## src/rtl/gray_code_counter_pkg.sv

```systemverilog
// Shared binary/Gray helpers and step encoding for Gray-coded counters and CDC FIFO pointers.
// The helpers work on GC_MAX_WIDTH bits; callers zero-extend narrower values and truncate the result.
package gray_code_counter_pkg;

  localparam int GC_MAX_WIDTH = 64;

  typedef enum logic [1:0] {
    STEP_HOLD = 2'd0,
    STEP_LOAD = 2'd1,
    STEP_INC  = 2'd2,
    STEP_DEC  = 2'd3
  } step_e;

  // Zero upper bits pass through both conversions unchanged, so a narrow value
  // survives widening and truncation.
  function automatic logic [GC_MAX_WIDTH-1:0] bin2gray(input logic [GC_MAX_WIDTH-1:0] bin);
    return bin ^ (bin >> 1);
  endfunction

  function automatic logic [GC_MAX_WIDTH-1:0] gray2bin(input logic [GC_MAX_WIDTH-1:0] gray);
    logic [GC_MAX_WIDTH-1:0] bin;
    bin[GC_MAX_WIDTH-1] = gray[GC_MAX_WIDTH-1];
    for (int i = GC_MAX_WIDTH - 2; i >= 0; i--) begin
      bin[i] = bin[i+1] ^ gray[i];
    end
    return bin;
  endfunction

endpackage

```

## src/rtl/gray_code_counter_gray2bin_conv.sv

```systemverilog
// Combinational Gray-to-binary converter: each binary bit is the XOR of all Gray bits at or above it.
module gray2bin_conv #(
  parameter int WIDTH = 4
) (
  input  logic [WIDTH-1:0] gray,
  output logic [WIDTH-1:0] bin
);

  // Independent reduction per bit avoids a self-referencing vector.
  for (genvar i = 0; i < WIDTH; i++) begin : g_bit
    assign bin[i] = ^gray[WIDTH-1:i];
  end

endmodule

```

## src/rtl/gray_code_counter.sv

```systemverilog
// Up/down counter holding its state in binary, with registered binary and Gray outputs,
// parallel load (binary or Gray), optional saturation, wrap pulse and terminal flag.
module gray_code_counter
  import gray_code_counter_pkg::*;
#(
  parameter int              WIDTH     = 4,
  parameter int              SATURATE  = 0,
  parameter logic [WIDTH-1:0] RESET_VAL = '0
) (
  input  logic             clk,
  input  logic             rst,
  input  logic             en,
  input  logic             up,
  input  logic             load,
  input  logic             load_is_gray,
  input  logic [WIDTH-1:0] load_val,
  output logic [WIDTH-1:0] bin_q,
  output logic [WIDTH-1:0] gray_q,
  output logic             wrap,
  output logic             at_term
);

  localparam logic [WIDTH-1:0] ALL_ONES   = '1;
  localparam logic [WIDTH-1:0] ZERO       = '0;
  localparam logic [WIDTH-1:0] ONE        = WIDTH'(1);
  localparam logic [WIDTH-1:0] RESET_GRAY = RESET_VAL ^ (RESET_VAL >> 1);
  localparam bit               SAT        = (SATURATE != 0);

  if (WIDTH < 2 || WIDTH > GC_MAX_WIDTH) begin : g_width_check
    $error("gray_code_counter: WIDTH out of range");
  end

  logic [WIDTH-1:0] load_bin_conv;
  logic [WIDTH-1:0] load_bin;
  logic [WIDTH-1:0] bin_next;
  logic [WIDTH-1:0] gray_next;
  logic             wrap_next;
  logic             is_max;
  logic             is_min;
  step_e            step;

  gray2bin_conv #(
    .WIDTH(WIDTH)
  ) u_load_conv (
    .gray(load_val),
    .bin (load_bin_conv)
  );

  assign load_bin = load_is_gray ? load_bin_conv : load_val;
  assign is_max   = (bin_q == ALL_ONES);
  assign is_min   = (bin_q == ZERO);
  assign at_term  = up ? is_max : is_min;

  always_comb begin
    step = STEP_HOLD;
    if (load) begin
      step = STEP_LOAD;
    end else if (en) begin
      step = up ? STEP_INC : STEP_DEC;
    end
  end

  always_comb begin
    bin_next  = bin_q;
    wrap_next = 1'b0;
    case (step)
      STEP_LOAD: bin_next = load_bin;
      STEP_INC: begin
        if (!is_max) begin
          bin_next = bin_q + ONE;
        end else if (!SAT) begin
          bin_next  = ZERO;
          wrap_next = 1'b1;
        end
      end
      STEP_DEC: begin
        if (!is_min) begin
          bin_next = bin_q - ONE;
        end else if (!SAT) begin
          bin_next  = ALL_ONES;
          wrap_next = 1'b1;
        end
      end
      default: bin_next = bin_q;
    endcase
  end

  // Gray is registered from the next binary value so both outputs leave the same flops.
  assign gray_next = WIDTH'(bin2gray(GC_MAX_WIDTH'(bin_next)));

  always_ff @(posedge clk or posedge rst) begin
    if (rst) begin
      bin_q  <= RESET_VAL;
      gray_q <= RESET_GRAY;
      wrap   <= 1'b0;
    end else begin
      bin_q  <= bin_next;
      gray_q <= gray_next;
      wrap   <= wrap_next;
    end
  end

endmodule

```

## config.mk

```make
export PLATFORM = sky130hd
export DESIGN_NAME = gray_code_counter
export DESIGN_NICKNAME = d
export VERILOG_FILES = /design/src/rtl/gray_code_counter_pkg.sv /design/src/rtl/gray_code_counter_gray2bin_conv.sv /design/src/rtl/gray_code_counter.sv
export SDC_FILE = /design/constraint.sdc
export NUM_CORES = 1
export LEC_CHECK = 0
export ABC_AREA = 0
export CAP_MARGIN = 20
export CORE_AREA = 2 2 43 45
export CTS_BUF_LIST = sky130_fd_sc_hd__clkbuf_8
export DETAILED_ROUTE_END_ITERATION = 7
export DIE_AREA = 0 0 45 47
export HOLD_SLACK_MARGIN = 0.08
export PLACE_DENSITY = 0.75
export SLEW_MARGIN = 20
export SYNTH_ARGS = -nofsm -noshare
export SYNTH_HDL_FRONTEND = slang
export SYNTH_HIERARCHICAL = 1
export SYNTH_SLANG_ARGS = --single-unit
```

## constraint.sdc

```tcl
create_clock -name clk -period 1.5 [get_ports clk]
set_input_delay 0.15 -clock clk [delete_from_list [all_inputs] [get_ports clk]]
set_output_delay 0.15 -clock clk [all_outputs]
set_load 0.02 [all_outputs]
```

* Yosys cells after proc, flatten, opt, wreduce, memory -nomap -nowiden
Index checks and enable logic that the tools add are counted.
** Storage, ports and cells
- Bits in registers :: 9
- Input port bits :: 10
- Output and inout port bits :: 10
- Word-level logic and storage cells :: 25
** Operators by class
- $add $sub $neg :: 2
- Equality and inequality tests :: 4
- Mux-type cells :: 11
- Bitwise operators :: 1
- Reduce and logical (&&, ||, !) cells :: 4
** Operator list (count)
- 4-bit case mux with 3 select lines :: 1
- 4-bit two-way mux :: 2
- 4-bit by 1-bit adder with 4-bit output (second input constant) :: 1
- 2-bit == test (second input constant) :: 2
- 4-bit == test (second input constant) :: 1
- 4-bit zero test :: 1
- 1-bit two-way mux :: 4
- 2-bit two-way mux :: 2
- 4-bit XOR reduction :: 1
- 4-bit by 1-bit subtractor with 4-bit output (second input constant) :: 1
- 4-bit by 3-bit XOR with 4-bit output :: 1
- 3-bit two-way mux :: 1
- 3-bit XOR reduction :: 1
- 2-bit by 1-bit == test with 1-bit output (second input constant) :: 1
- 1-bit case mux with 2 select lines :: 1
- 2-bit XOR reduction :: 1

* Depth between registers and ports, before layout
Gate-level depths: netlist of run 1.
- Depth after elaboration :: 6
- Depth in mapped cells :: 7
- Mapped depth without buffers :: 7

* Modules after synthesis
The synthesis of run 1 kept the hierarchy.
** By module, submodules not included
- gray_code_counter :: times used 1, cells an instance 56, area an instance 538.0 µm², sequential area each 200.2 µm²
- gray2bin_conv :: times used 1, cells an instance 5, area an instance 50.0 µm², sequential area each 0.0 µm²

* Least setup slack after synthesis of run 1
No wires, ideal clock.
- Kind :: register to register
- Start :: register bin_q[0]
- End :: register wrap
- Setup time :: 69 ps
- Arrival time :: 1845 ps
- Required time :: 1431 ps
- Slack :: -414 ps
- Cell stages (with the launch flop) :: 6
- Buffers on the path :: 0
- Path through :: dfrtp_1 > inv_1 > ha_1 > or3b_1 > o21ai_0 > and2_1
** On the way
- Cells in the longest elaborated chain, start to end :: 3
** Ends and longest elaborated chain
- from (decl) :: line gray_code_counter.sv:17 : output logic [WIDTH-1:0] bin_q,
- from (signal assigned) :: line gray_code_counter.sv:97 : bin_q <= bin_next;
- 4-bit == test / 4-bit zero test (equally long branches) :: line gray_code_counter.sv:50, gray_code_counter.sv:51
- 1-bit two-way mux (on tied branches) :: line gray_code_counter.sv:69, gray_code_counter.sv:77
- 1-bit case mux with 2 select lines (*) :: line gray_code_counter.sv:66 : case (step)
- named net wrap_next :: line gray_code_counter.sv:37 : logic wrap_next;
- to (signal assigned) :: line gray_code_counter.sv:99 : wrap <= wrap_next;
- to (decl) :: line gray_code_counter.sv:19 : output logic wrap,
The timed path passes the listed nets; every way through them passes the cells marked *.

* Final worst setup path of run 1
- Start :: register bin_q[1]
- End :: register gray_q[0]
** On the way
- Cells in the longest elaborated chain, start to end :: 4
** Ends and longest elaborated chain
- 4-bit == test / 4-bit zero test (equally long branches) :: line gray_code_counter.sv:50, gray_code_counter.sv:51
- 4-bit two-way mux (on tied branches) :: line gray_code_counter.sv:69, gray_code_counter.sv:77
- 4-bit case mux with 3 select lines (*) :: line gray_code_counter.sv:66
- named net bin_next[0] :: line gray_code_counter.sv:35 : logic [WIDTH-1:0] bin_next;
- 4-bit by 3-bit XOR with 4-bit output (*) :: line gray_code_counter_pkg.sv:17 : return bin ^ (bin >> 1);
- named net gray_next[0] :: line gray_code_counter.sv:36 : logic [WIDTH-1:0] gray_next;
- to (signal assigned) :: line gray_code_counter.sv:98 : gray_q <= gray_next;
- to (decl) :: line gray_code_counter.sv:18 : output logic [WIDTH-1:0] gray_q,
Marked as above.

==> results.sh, run 1 <==
export IMPL_outcome="complete, but fails checks"
export IMPL_violations="negative setup slack"
export IMPL_yosys_warnings=6
export IMPL_comb_power_share_pct=52.2
export IMPL_drive_gt1_share_pct=48.0
export IMPL_hold_class="in2async"
export IMPL_min_period_over_period_pct=118
export IMPL_grt_overflow=0
export IMPL_share_clk_of_total_power_pct=22.9
export IMPL_nNetsFinal=115
export IMPL_fin_cells=119
export IMPL_grt_use_total_pct=15.8
export IMPL_first_pass_iters=4
export IMPL_clockRootBuffer="clkbuf_8"
export IMPL_rows=15
export IMPL_htreeDepth=1
export IMPL_dieWidth_um=45
export IMPL_synth_edf_count=0
export IMPL_fin_util_pct=64.5
export IMPL_drt_iter0_markers=5
export IMPL_drc=0
export IMPL_start_util_pct=35.6
export IMPL_max_freq_ghz=0.563
export IMPL_swShare_pct=35.0
export IMPL_synthesis_nets=73
export IMPL_hold_ws_ns=0.155
export IMPL_crit_start="bin_q[1]$_DFF_PP0_"
export IMPL_synth_seq_cells=8
export IMPL_syn_area_per_cell_um2=9.64
export IMPL_rr_endpoint="gray_q[0]$_DFF_PP0_"
export IMPL_internal_power_mw=0.774
export IMPL_ant_nets=0
export IMPL_area_growth_pct=81.3
export IMPL_via_per_inst=5.10
export IMPL_vias=607
export IMPL_avgRoutedWirePerCell_um=13.3
export IMPL_skew_ns=0.00178
export IMPL_synth_main_ff_cell="dfrtp_1"
export IMPL_numPortBuffers=19
export IMPL_path_max_fanout=2
export IMPL_gp_congestion=0.797
export IMPL_slew_viol_final=0
export IMPL_grt_pass1_vias=539
export IMPL_cts_sinks=8
export IMPL_cp_required_ns=1.65
export IMPL_rsz0062_at_grt="true"
export IMPL_placed_cells=112
export IMPL_finalSetupViolations=7
export IMPL_p_sw_mw=0.416
export IMPL_diodes=0
export IMPL_crit_path_end_kind="flip-flop"
export IMPL_r2r_slack_ns=-0.28
export IMPL_pwr_density_cell_nw_per_um2=1120
export IMPL_insertion_delay_ns=0.23
export IMPL_die_h_um=47
export IMPL_peakVddDrop_mv=0.500
export IMPL_grt_max_degree=10
export IMPL_coreArea_um2=1650
export IMPL_cellLeakagePower_nw=0.507
export IMPL_layout_setup_ws_ns=-0.277
export IMPL_setup_tns_ns=-0.976
export IMPL_layout_min_cycle_time_ns=1.78
export IMPL_grt_pass1_wl_um=2340
export IMPL_wl_um=1590
export IMPL_reg2reg_depth=8
export IMPL_tightest_slew_ns=0.322
export IMPL_worst_endpoint_arrival_ns=1.93
export IMPL_clk_path_buf_depth=2
export IMPL_synth_area_um2=588
export IMPL_drv_cap=0
export IMPL_numCtsBuffers=3
export IMPL_fill_cells=127
export IMPL_cts_tree="built"
export IMPL_seq_power_share_pct=24.9
export IMPL_seq_area_frac_synth_pct=34.0
export IMPL_antenna_found_initial=0
export IMPL_cts_clk_slew_worst_paths_ns=0.04
export IMPL_synth_distinct_cells=29
export IMPL_start_kind="flip-flop"
export IMPL_die_area_um2=2120
export IMPL_io_pins=20
export IMPL_synthArstFlopShare_pct=100
export IMPL_hold_viol_final=0
export IMPL_path_class="reg2reg"
export IMPL_netlist_instances=61
export IMPL_maxSlewHeadroom_pct=78.5
export IMPL_regToRegStartpoint="bin_q[1]$_DFF_PP0_"
==> timing repair <==
action	4_1_cts	5_1_grt
hold buffers	0	0
resized for setup	17	5
buffers inserted	3	3
pin swaps	10	11
endpoints found under the setup margin	10	10
==> area by class of cell <==
class	instances	area (um^2)	share of cell area (%)
Inverter	5	18.8	1.76
Sequential cell	8	204	19.1
Tap cell	17	21.3	2.00
Timing Repair Buffer	40	362	33.9
Multi-Input combinational cell	45	415	39.0
Clock buffer	3	41.3	3.87
Clock inverter	1	3.75	0.352
==> cells in the mapped netlist, types with 2 or more instances <==
cell type | instances | area (um^2)
inv_1 | 4 | 15.0
xor2_1 | 3 | 26.3
mux2i_1 | 4 | 40.0
a21oi_1 | 5 | 25.0
ha_1 | 2 | 25.0
o21ai_0 | 3 | 15.0
dfrtp_1 | 8 | 200
nand2_1 | 4 | 15.0
mux2_2 | 2 | 22.5
xnor2_1 | 5 | 43.8
buf_4 | 2 | 15.0
nor2_1 | 2 | 7.51
==> how the worst max path moves through the flow <==
stage / endpoint / slack [ns] / cells past startpoint
floorplan: gray_q[0]$_DFF_PP0_ / -0.13 / 7
global placement: at_term / -0.34 / 5
detailed placement: at_term / -0.37 / 5
CTS: gray_q[0]$_DFF_PP0_ / -0.26 / 8
global route: gray_q[0]$_DFF_PP0_ / -0.33 / 8
finish: gray_q[0]$_DFF_PP0_ / -0.28 / 8
==> per-stage QoR <==
| stage | instance area [um^2] | power [mW] | worst slack [ns] |
|---|---|---|---|
| floorplan | 614 | 0.591 | -0.126 |
| global placement | 942 | 0.846 | -0.339 |
| detailed placement | 942 | 0.857 | -0.370 |
| CTS | 1030 | 1.16 | -0.260 |
| global route | 1070 | 1.25 | -0.329 |
| finish | 1070 | 1.19 | -0.277 |
==> per-layer routing <==
layer	GRT usage, %	routed length, um	vias to the layer above
li1	-	-	291
met1	19.5	679	290
met2	26.0	788	20
met3	3.46	82	6
met4	8.24	38	0
met5	0	0	-
==> worst max-delay path, cell delays in order (launching register included) <==
cell     delay (ns)
dfrtp_2        0.40
inv_2          0.08
ha_4           0.14
or3b_4         0.39
buf_6          0.13
a21oi_4        0.11
o22ai_2        0.09
o21ai_2        0.18
xor2_1         0.17
==> power groups by stage <==
stage	sequential [mW]	combinational, mW	clock [mW]
6_report	0.296	0.621	0.272
5_1_grt	0.300	0.661	0.285
4_1_cts	0.295	0.593	0.272
3_5_place_dp	0.297	0.560	0
3_3_place_gp	0.297	0.549	0
2_1_floorplan	0.382	0.209	0
==> sequential cells by signal (all words and copies together), names as in the netlist <==
signal / cells
wrap: 1
bin_q: 4
gray_q: 3
==> cell families after synthesis <==
kind of cell,count (synthesis),synth area share (%)
and+or+nand+nor,13,13.0
buffers and inverters,8,6.38
AOI/OAI and AO/OA,15,17.0
xor gates and xnor gates,9,14.7
DFF,8,34.0
adders and majority gates,2,4.25
muxes,6,10.6
==> layout by cell type, fill, tap and decap left out, types with 2 or more instances in the layout <==
master,n
buf_4,19
clkdlybuf4s50_1,13
dfrtp_1,5
mux2i_1,4
xnor2_1,4
inv_2,3
nand2_1,3
o21ai_2,3
a21oi_1,3
inv_1,3
xor2_1,3
dfrtp_2,3
clkbuf_8,3
buf_6,3
dlymetal6s2s_1,3
nor2_1,2
o21ai_0,2
a21oi_2,2
dlygate4sd2_1,2
No activity file was read; power rests on OpenSTA's default activity.
==> inputs of run 2 (changes only) <==
--- a/config.mk
+++ b/config.mk
@@ -7,12 +7,12 @@
 export LEC_CHECK = 0
 export ABC_AREA = 0
 export CAP_MARGIN = 20
-export CORE_AREA = 2 2 43 45
+export CORE_AREA = 2 2 55 44
 export CTS_BUF_LIST = sky130_fd_sc_hd__clkbuf_8
 export DETAILED_ROUTE_END_ITERATION = 7
-export DIE_AREA = 0 0 45 47
+export DIE_AREA = 0 0 57 46
 export HOLD_SLACK_MARGIN = 0.08
-export PLACE_DENSITY = 0.75
+export PLACE_DENSITY = 0.63
 export SLEW_MARGIN = 20
 export SYNTH_ARGS = -nofsm -noshare
 export SYNTH_HDL_FRONTEND = slang
==> results.sh, run 2 (same netlist as run 1, synthesis figures left out) <==
export IMPL_outcome="complete, but fails checks"
export IMPL_violations="negative setup slack"
export IMPL_swShare_pct=33.3
export IMPL_worst_endpoint_arrival_ns=1.85
export IMPL_hold_class="in2async"
export IMPL_vias=577
export IMPL_area_growth_pct=77.9
export IMPL_clockRootBuffer="clkbuf_8"
export IMPL_drc=0
export IMPL_pwr_density_cell_nw_per_um2=1090
export IMPL_p_sw_mw=0.379
export IMPL_rr_endpoint="gray_q[0]$_DFF_PP0_"
export IMPL_layout_commonest_cell="buf_4"
export IMPL_cts_clk_slew_worst_paths_ns=0.04
export IMPL_antenna_found_initial=0
export IMPL_cts_sinks=8
export IMPL_seq_power_share_pct=25.7
export IMPL_htreeDepth=1
export IMPL_reg_top3="bin_q: 4 flops, gray_q: 3 flops, wrap: 1 flops"
export IMPL_numPortBuffers=19
export IMPL_rows=15
export IMPL_final_cell_mix="buf_4 (19), clkdlybuf4s50_1 (13), xnor2_1 (5), dfrtp_1 (5)"
export IMPL_cp_required_ns=1.65
export IMPL_drv_cap=0
export IMPL_path_class="reg2reg"
export IMPL_grt_overflow=0
export IMPL_grt_pass1_vias=529
export IMPL_regMostFlops="bin_q"
export IMPL_grt_max_degree=9
export IMPL_placed_cells=119
export IMPL_placed_area_um2=945
export IMPL_max_freq_ghz=0.590
export IMPL_coreArea_um2=2140
export IMPL_layout_min_cycle_time_ns=1.70
export IMPL_fin_cells=128
export IMPL_regToRegStartpoint="bin_q[1]$_DFF_PP0_"
export IMPL_skew_ns=0.00473
export IMPL_fill_cells=219
export IMPL_numCtsBuffers=3
export IMPL_reg2reg_depth=8
export IMPL_insertion_delay_ns=0.23
export IMPL_dp_hpwl_um=1080
export IMPL_die_h_um=46
export IMPL_dieWidth_um=57
export IMPL_rsz0062_at_grt="true"
export IMPL_io_pins=20
export IMPL_slew_viol_final=0
export IMPL_drive_gt1_share_pct=44.7
export IMPL_via_per_inst=4.51
export IMPL_final_cell_area_um2=1050
export IMPL_wl_um=1390
export IMPL_start_kind="flip-flop"
export IMPL_clk_path_buf_depth=2
export IMPL_finalSetupViolations=6
export IMPL_tightest_slew_ns=0.311
export IMPL_grt_use_total_pct=12.4
export IMPL_crit_path_end_kind="flip-flop"
export IMPL_hold_buffers=0
export IMPL_comb_power_share_pct=51.4
export IMPL_start_util_pct=27.5
export IMPL_r2r_slack_ns=-0.20
export IMPL_largest_register_ffs=4
export IMPL_peakVddDrop_mv=0.581
export IMPL_first_pass_iters=2
export IMPL_ant_nets=0
export IMPL_min_period_over_period_pct=113
export IMPL_path_max_fanout=2
export IMPL_maxSlewHeadroom_pct=79.3
export IMPL_internal_power_mw=0.761
export IMPL_share_clk_of_total_power_pct=22.9
export IMPL_die_area_um2=2620
export IMPL_cts_tree="built"
export IMPL_nNetsFinal=116
export IMPL_hold_viol_final=0
export IMPL_gp_congestion=0.785
export IMPL_diodes=0
export IMPL_avgRoutedWirePerCell_um=10.9
export IMPL_grt_pass1_wl_um=2480
export IMPL_layout_setup_ws_ns=-0.196
export IMPL_cellLeakagePower_nw=0.479
export IMPL_drt_iter0_markers=9
==> run 2: metal layers <==
metal / vias up / share of wire [%] / track usage, %
met2: 14 / 42 / 18.6
met5: - / 0 / 0
met1: 265 / 51 / 17.9
li1: 294 / - / -
met4: 0 / 2.8 / 5.58
met3: 4 / 3.3 / 1.42
==> run 2: layout make-up <==
cell class              count  area [um^2]  area share [%]
flip-flops and latches      8          204            19.5
multi-input cells          45          382            36.5
repair buffers             41          365            34.9
clock buffers               3         41.3            3.95
clock inverters             1         3.75           0.359
inverters                   5         18.8            1.79
well taps                  25         31.3            2.99
==> run 2: worst max-delay path: stages (launching register included) <==
cell and delay [ns]:
dfrtp_2 0.40, inv_2 0.08, ha_4 0.13, or3b_4 0.38
buf_6 0.12, a21oi_2 0.12, o22ai_2 0.08, o21ai_2 0.16
xor2_1 0.16
==> run 2: repair_timing <==
action | 4_1_cts | 5_1_grt
setup buffers | 4 | 1
endpoints found under the setup margin | 11 | 8
pin swaps | 2 | 1
endpoints found under the hold margin | 0 | 0
resized for setup | 15 | 2
gates cloned | 0 | 0
==> run 2: power groups by stage <==
stage               clock network [mW]  registers, mW  logic (mW)
floorplan                            0          0.382       0.209
global placement                     0          0.294       0.545
detailed placement                   0          0.296       0.549
CTS                              0.272          0.294       0.583
global route                     0.278          0.299       0.635
finish                           0.261          0.293       0.586
==> run 2: worst max path at each step <==
stage                          end               start  cells after the start  slack, ns
2_1_floorplan  gray_q[0]$_DFF_PP0_  bin_q[1]$_DFF_PP0_                      7      -0.13
3_3_place_gp               at_term                  up                      4      -0.36
3_5_place_dp               at_term                  up                      4      -0.36
4_1_cts        gray_q[0]$_DFF_PP0_  bin_q[0]$_DFF_PP0_                      8      -0.21
5_1_grt        gray_q[0]$_DFF_PP0_  bin_q[0]$_DFF_PP0_                      8      -0.28
6_report       gray_q[0]$_DFF_PP0_  bin_q[1]$_DFF_PP0_                      8      -0.20
==> run 2: through the flow <==
stage	TNS (ns)	hold WS [ns]	setup WS [ns]	util [%]	total power [mW]
2_1_floorplan	-0.322	-0.0345	-0.126	-	0.591
3_3_place_gp	-1.41	0.419	-0.364	44.2	0.839
3_5_place_dp	-1.43	0.421	-0.358	44.2	0.845
4_1_cts	-0.955	0.179	-0.209	48.4	1.15
5_1_grt	-1.38	0.220	-0.284	48.9	1.21
6_report	-0.869	0.172	-0.196	48.9	1.14
==> RTL edit 1 (flow settings as in run 2) <==
Set the parameter `SATURATE` to 1 (it was 0).
--- a/src/rtl/gray_code_counter.sv
+++ b/src/rtl/gray_code_counter.sv
@@ -4,7 +4,7 @@
   import gray_code_counter_pkg::*;
 #(
   parameter int              WIDTH     = 4,
-  parameter int              SATURATE  = 0,
+  parameter int              SATURATE  = 1,
   parameter logic [WIDTH-1:0] RESET_VAL = '0
 ) (
   input  logic             clk,
Check against the original RTL: not equivalent (Yosys sat finds a counterexample within 4 cycles, from zero or initial values and one cycle with rst high).
==> RTL edit 1 against run 2 <==
  * The flow still finishes with violations (negative setup slack)
  * Sequential cell count decreased by 1
  * Routed wire length increased by 17%
  * Area after synthesis increased by 10%
  * Total power decreased by 1.9%
  * Setup slack got worse by 0.12 ns
  * Die area unchanged
  * Cell area decreased by 1.9%
  * Critical path type unchanged
  * Critical endpoint is now gray_q[1]
  * Largest power group unchanged
==> RTL edit 1: results (changes against run 2) <==
top cells by count, synth=dfrtp_1 (7), inv_1 (7), xnor2_1 (4), buf_4 (3), nand2_1 (3); area of the multi-input gates=473.0 sq um (+24%); Worst VDD drop=810.1 uV (+39%); post-synthesis mux area share=6.564% (-4.1 points); Syn Inst Count=67 (+9.8%); status=finished with violations; failing checks=negative setup slack; worst reg2reg path depth=6 (-2); Setup Slack @ Placement=-0.4473 ns (-0.08980 ns); pin count of the biggest net entering global routing=13 (+4); first-pass GRT wire length=2608 microns (+5.0%); top post-synthesis cells by area=dfrtp_1 (27%), xnor2_1 (5.4%), inv_1 (4.1%); design area=1026 sq um (-1.9%); GP Congestion=0.7984 (+1.7%); # port buffers=18 (-1); number of placed cells counting well taps=115 (-3.4%); final setup margin=-0.3164 ns (-0.1205 ns); GRT Resource Usage Total=13.57% (+1.2 points); sequential cell area share=17.32% (-2.2 points); Non-CTS buffers=30 (-27%); post-synthesis compound-gate area fraction=17.95% (+0.93 points); TritonRoute pass-1 iters=4 (+2); number of vias per cell=4.942 (+9.6%); clock skew=0.0006375 ns (-0.004092 ns); Adder-Cell Fraction of Synth Area=3.861% (-0.39 points); Clock-cell share=4.390% (+0.084 points); R2R Path Start=bin_q[0]; Post-DP HPWL=1143 microns (+6.1%); Placed Instance Area=908.4 sq um (-3.8%); post-synth cell types=39 (+34%); Finished Core Util=47.95% (-0.94 points); Final setup viols=7 (+1); CP arrival=1.92 ns (+0.07 ns)
RTL edit 1: timing repair:
action	CTS	global route
buffers inserted	0	3
pin swaps	2	8
resized for setup	18	6
endpoints found under the setup margin	12	8
RTL edit 1: worst max-delay path, cell delays in order (launching register included):
cell and delay, ns:
dfrtp_2 0.40, inv_2 0.07, ha_4 0.14, or4b_4 0.46, and3_4 0.18, o2111a_2 0.30, xor2_1 0.14
RTL edit 1: how the worst min path moves through the flow:
stage	start	to	slack, ns
after floorplan	rst	bin_q[2]	-0.05
after global placement	rst	gray_q[1]	0.39
after detailed placement	rst	gray_q[1]	0.42
after CTS	rst	gray_q[1]	0.17
after global routing	rst	bin_q[3]	0.19
final	rst	bin_q[3]	0.17
RTL edit 1: metal layers:
| layer | vias up | GRT usage (%) | routed length [microns] |
|---|---|---|---|
| met5 | - | 0 | 0 |
| met4 | 0 | 8.372 | 49 |
| met3 | 4 | 3.693 | 62 |
| met2 | 10 | 21.15 | 771 |
| met1 | 289 | 16.92 | 737 |
| li1 | 295 | - | - |
==> RTL edit 2 (settings of run 2) <==
Without the edit above. Remove the case item `STEP_DEC` of the case on `step`.
--- a/src/rtl/gray_code_counter.sv
+++ b/src/rtl/gray_code_counter.sv
@@ -73,14 +73,6 @@
           wrap_next = 1'b1;
         end
       end
-      STEP_DEC: begin
-        if (!is_min) begin
-          bin_next = bin_q - ONE;
-        end else if (!SAT) begin
-          bin_next  = ALL_ONES;
-          wrap_next = 1'b1;
-        end
-      end
       default: bin_next = bin_q;
     endcase
   end
Formal check against the unedited RTL: not equivalent (a bounded check fails within 4 cycles, from zero or initial values and one cycle with rst high).
==> RTL edit 2 against run 2 <==
  * Sequential power grew 2%
  * Non-clock buffer count shrank 6
  * Sequential cell count is the same
  * Global-route usage grew 0.74 points
  * Cell area grew 6.0%
  * Die area is the same
  * Area after synthesis grew 9.1%
  * Worst hold slack gained 0.00053 ns
  * Setup slack gained 0.24 ns
  * Combinational power grew 3.6%
  * Routed wire length grew 13%
  * Total power grew 2.3%
  * Critical endpoint is now gray_q[2]
  * Largest power group unchanged
  * Highest routed layer is now met3
==> RTL edit 2: results (changes against run 2) <==
htree depth=1 (unchanged); CTS buffer count=3 (unchanged); initial DRC count=8 (-1); post-synthesis mux area share=10.72% (+0.083 points); XOR/XNOR Fraction of Synth Area=10.72% (-4.0 points); clock slew at reported path FFs=0.04 ns (about the same); Final Net Count=112 (-3.4%); top post-synthesis cells by area=dfrtp_1 (31%), ha_1 (7.8%), xor2_1 (5.5%); Async SR Flop Fraction=100.0% (unchanged); max_slew headroom=79.42% (+0.15 points); Worst VDD drop=866.4 uV (+49%); CP max stage delay=0.42 ns (+0.02 ns); R2R Setup Slk=0.04 ns (+0.24 ns); number of fillers in the final layout=196 (-11%); clock skew=0.005391 ns (+0.0006617 ns); Leakage=0.0005406 uW (+13%); Hold WS=0.1729 ns (+0.0005320 ns); GP Congestion=0.7746 (-1.3%); initial antenna violation count=0 (unchanged); DR WL/cell=12.88 microns (+18%); CP Class=register to register; CP arrival=1.56 ns (-0.29 ns); syn_nets=76 (+4.1%); total number of vias=574 (-0.52%); Crit Path Max Fanout=3 (+1); sequential share of the synthesized area=31.19% (-2.9 points); post-synthesis compound-gate area fraction=22.61% (+5.6 points); vias in the first global route=578 (+9.3%); CP startpoint=bin_q[0]; GRT Resource Usage Total=13.15% (+0.74 points); share of cells above drive strength 1=44.33% (-0.33 points); total setup buffers inserted after CTS=0 (-4); Post-DP HPWL=1217 microns (+13%); # port buffers=19 (unchanged); pin count of the biggest net entering global routing=9 (unchanged); diode count=0 (unchanged); Clk Tree Root Cell=clkbuf_8; Worst R2R End=gray_q[2]; worst reg2reg path depth=6 (-2); Adder-Cell Fraction of Synth Area=7.797% (+3.5 points); post-synth cell types=32 (+10%); largest registers=bin_q x4, gray_q x3, wrap x1; status=complete, no violations; top cells by count, synth=dfrtp_1 (8), inv_1 (7), ha_1 (4), xor2_1 (4); CP max stage cell=dfrtp_2; TritonRoute pass-1 iters=4 (+2); first-pass GRT wire length=2511 microns (+1.1%)
==> RTL edit 2: cell count changes in the layout (fill, tap and decap cells not counted), sizes merged, moves of 3 or more <==
cell           delta
buf               -7
clkdlybuf4s50     -8
a21oi             -3
inv               +3
dlymetal6s2s      +3
a221oi            +3
xnor2             -3
dlygate4sd2       +3
==> RTL edit 2: final cells by class <==
cell class                 instances  share of cell area [%]
inverter                           8                   2.709
timing repair buffer              35                   27.54
clock buffer                       3                   3.725
tap                               25                   2.822
clock inverter                     1                  0.3386
multi-input combinational         42                   44.58
sequential                         8                   18.28
==> RTL edit 2: how the worst min path moves through the flow <==
| stage | from | to | cells after the start |
|---|---|---|---|
| 2_1_floorplan | rst | bin_q[2] | 1 |
| 3_3_place_gp | rst | gray_q[2] | 2 |
| 3_5_place_dp | rst | wrap | 2 |
| 4_1_cts | rst | gray_q[1] | 2 |
| 5_1_grt | rst | gray_q[1] | 2 |
| 6_report | rst | gray_q[1] | 2 |
==> RTL edit 2: per-stage QoR <==
stage                     worst slack [ns]  TNS [ns]  power (uW)  instances  instance area (sq um)
after floorplan                    0.01697         0       595.5         62                  656.9
after global placement             -0.4638    -2.382       841.7        118                  970.9
after detailed placement           -0.5024    -2.782       850.6        118                  970.9
after CTS                         -0.01404  -0.01404        1138        122                   1061
after global routing              -0.03318  -0.04029        1245        122                   1109
final                              0.03988         0        1167        122                   1109
==> RTL edit 2: worst max-delay path, delay by kind of cell (launching register included) <==
family / cells / cell delay, ns
adder cells (fa/ha/maj): 1 / 0.17
AO/OA/AOI/OAI: 5 / 0.73
flip-flops: 1 / 0.42
==> RTL edit 2: per-layer routing <==
layer | up-vias | routed length, microns | global-route usage [%]
li1 | 287 | - | -
met1 | 272 | 718 | 15.58
met2 | 15 | 752 | 22.07
met3 | 0 | 100 | 6.250
met4 | 0 | 0 | 2.791
met5 | - | 0 | 0
==> RTL edit 2: report_power, final <==
part	leakage (uW)	internal [uW]	switching, uW
logic	0.000416	303	304
registers	0.0000977	270	29.9
clock network	0.0000269	177	82.9
==> RTL edit 2: repair_timing <==
item | 4_1_cts | 5_1_grt
resized for setup | 21 | 15
pin swaps | 9 | 6
endpoints found under the setup margin | 9 | 8
==> RTL edit 2: kinds of logic (layout without fill, tap and decap cells) <==
group           Yosys count  after routing
compound gates           15             15
xor+xnor                  7              7
fa+ha+maj                 4              4
buf+inv                  12             47
flops                     8              8
mux                       6              6
simple gates             10             10
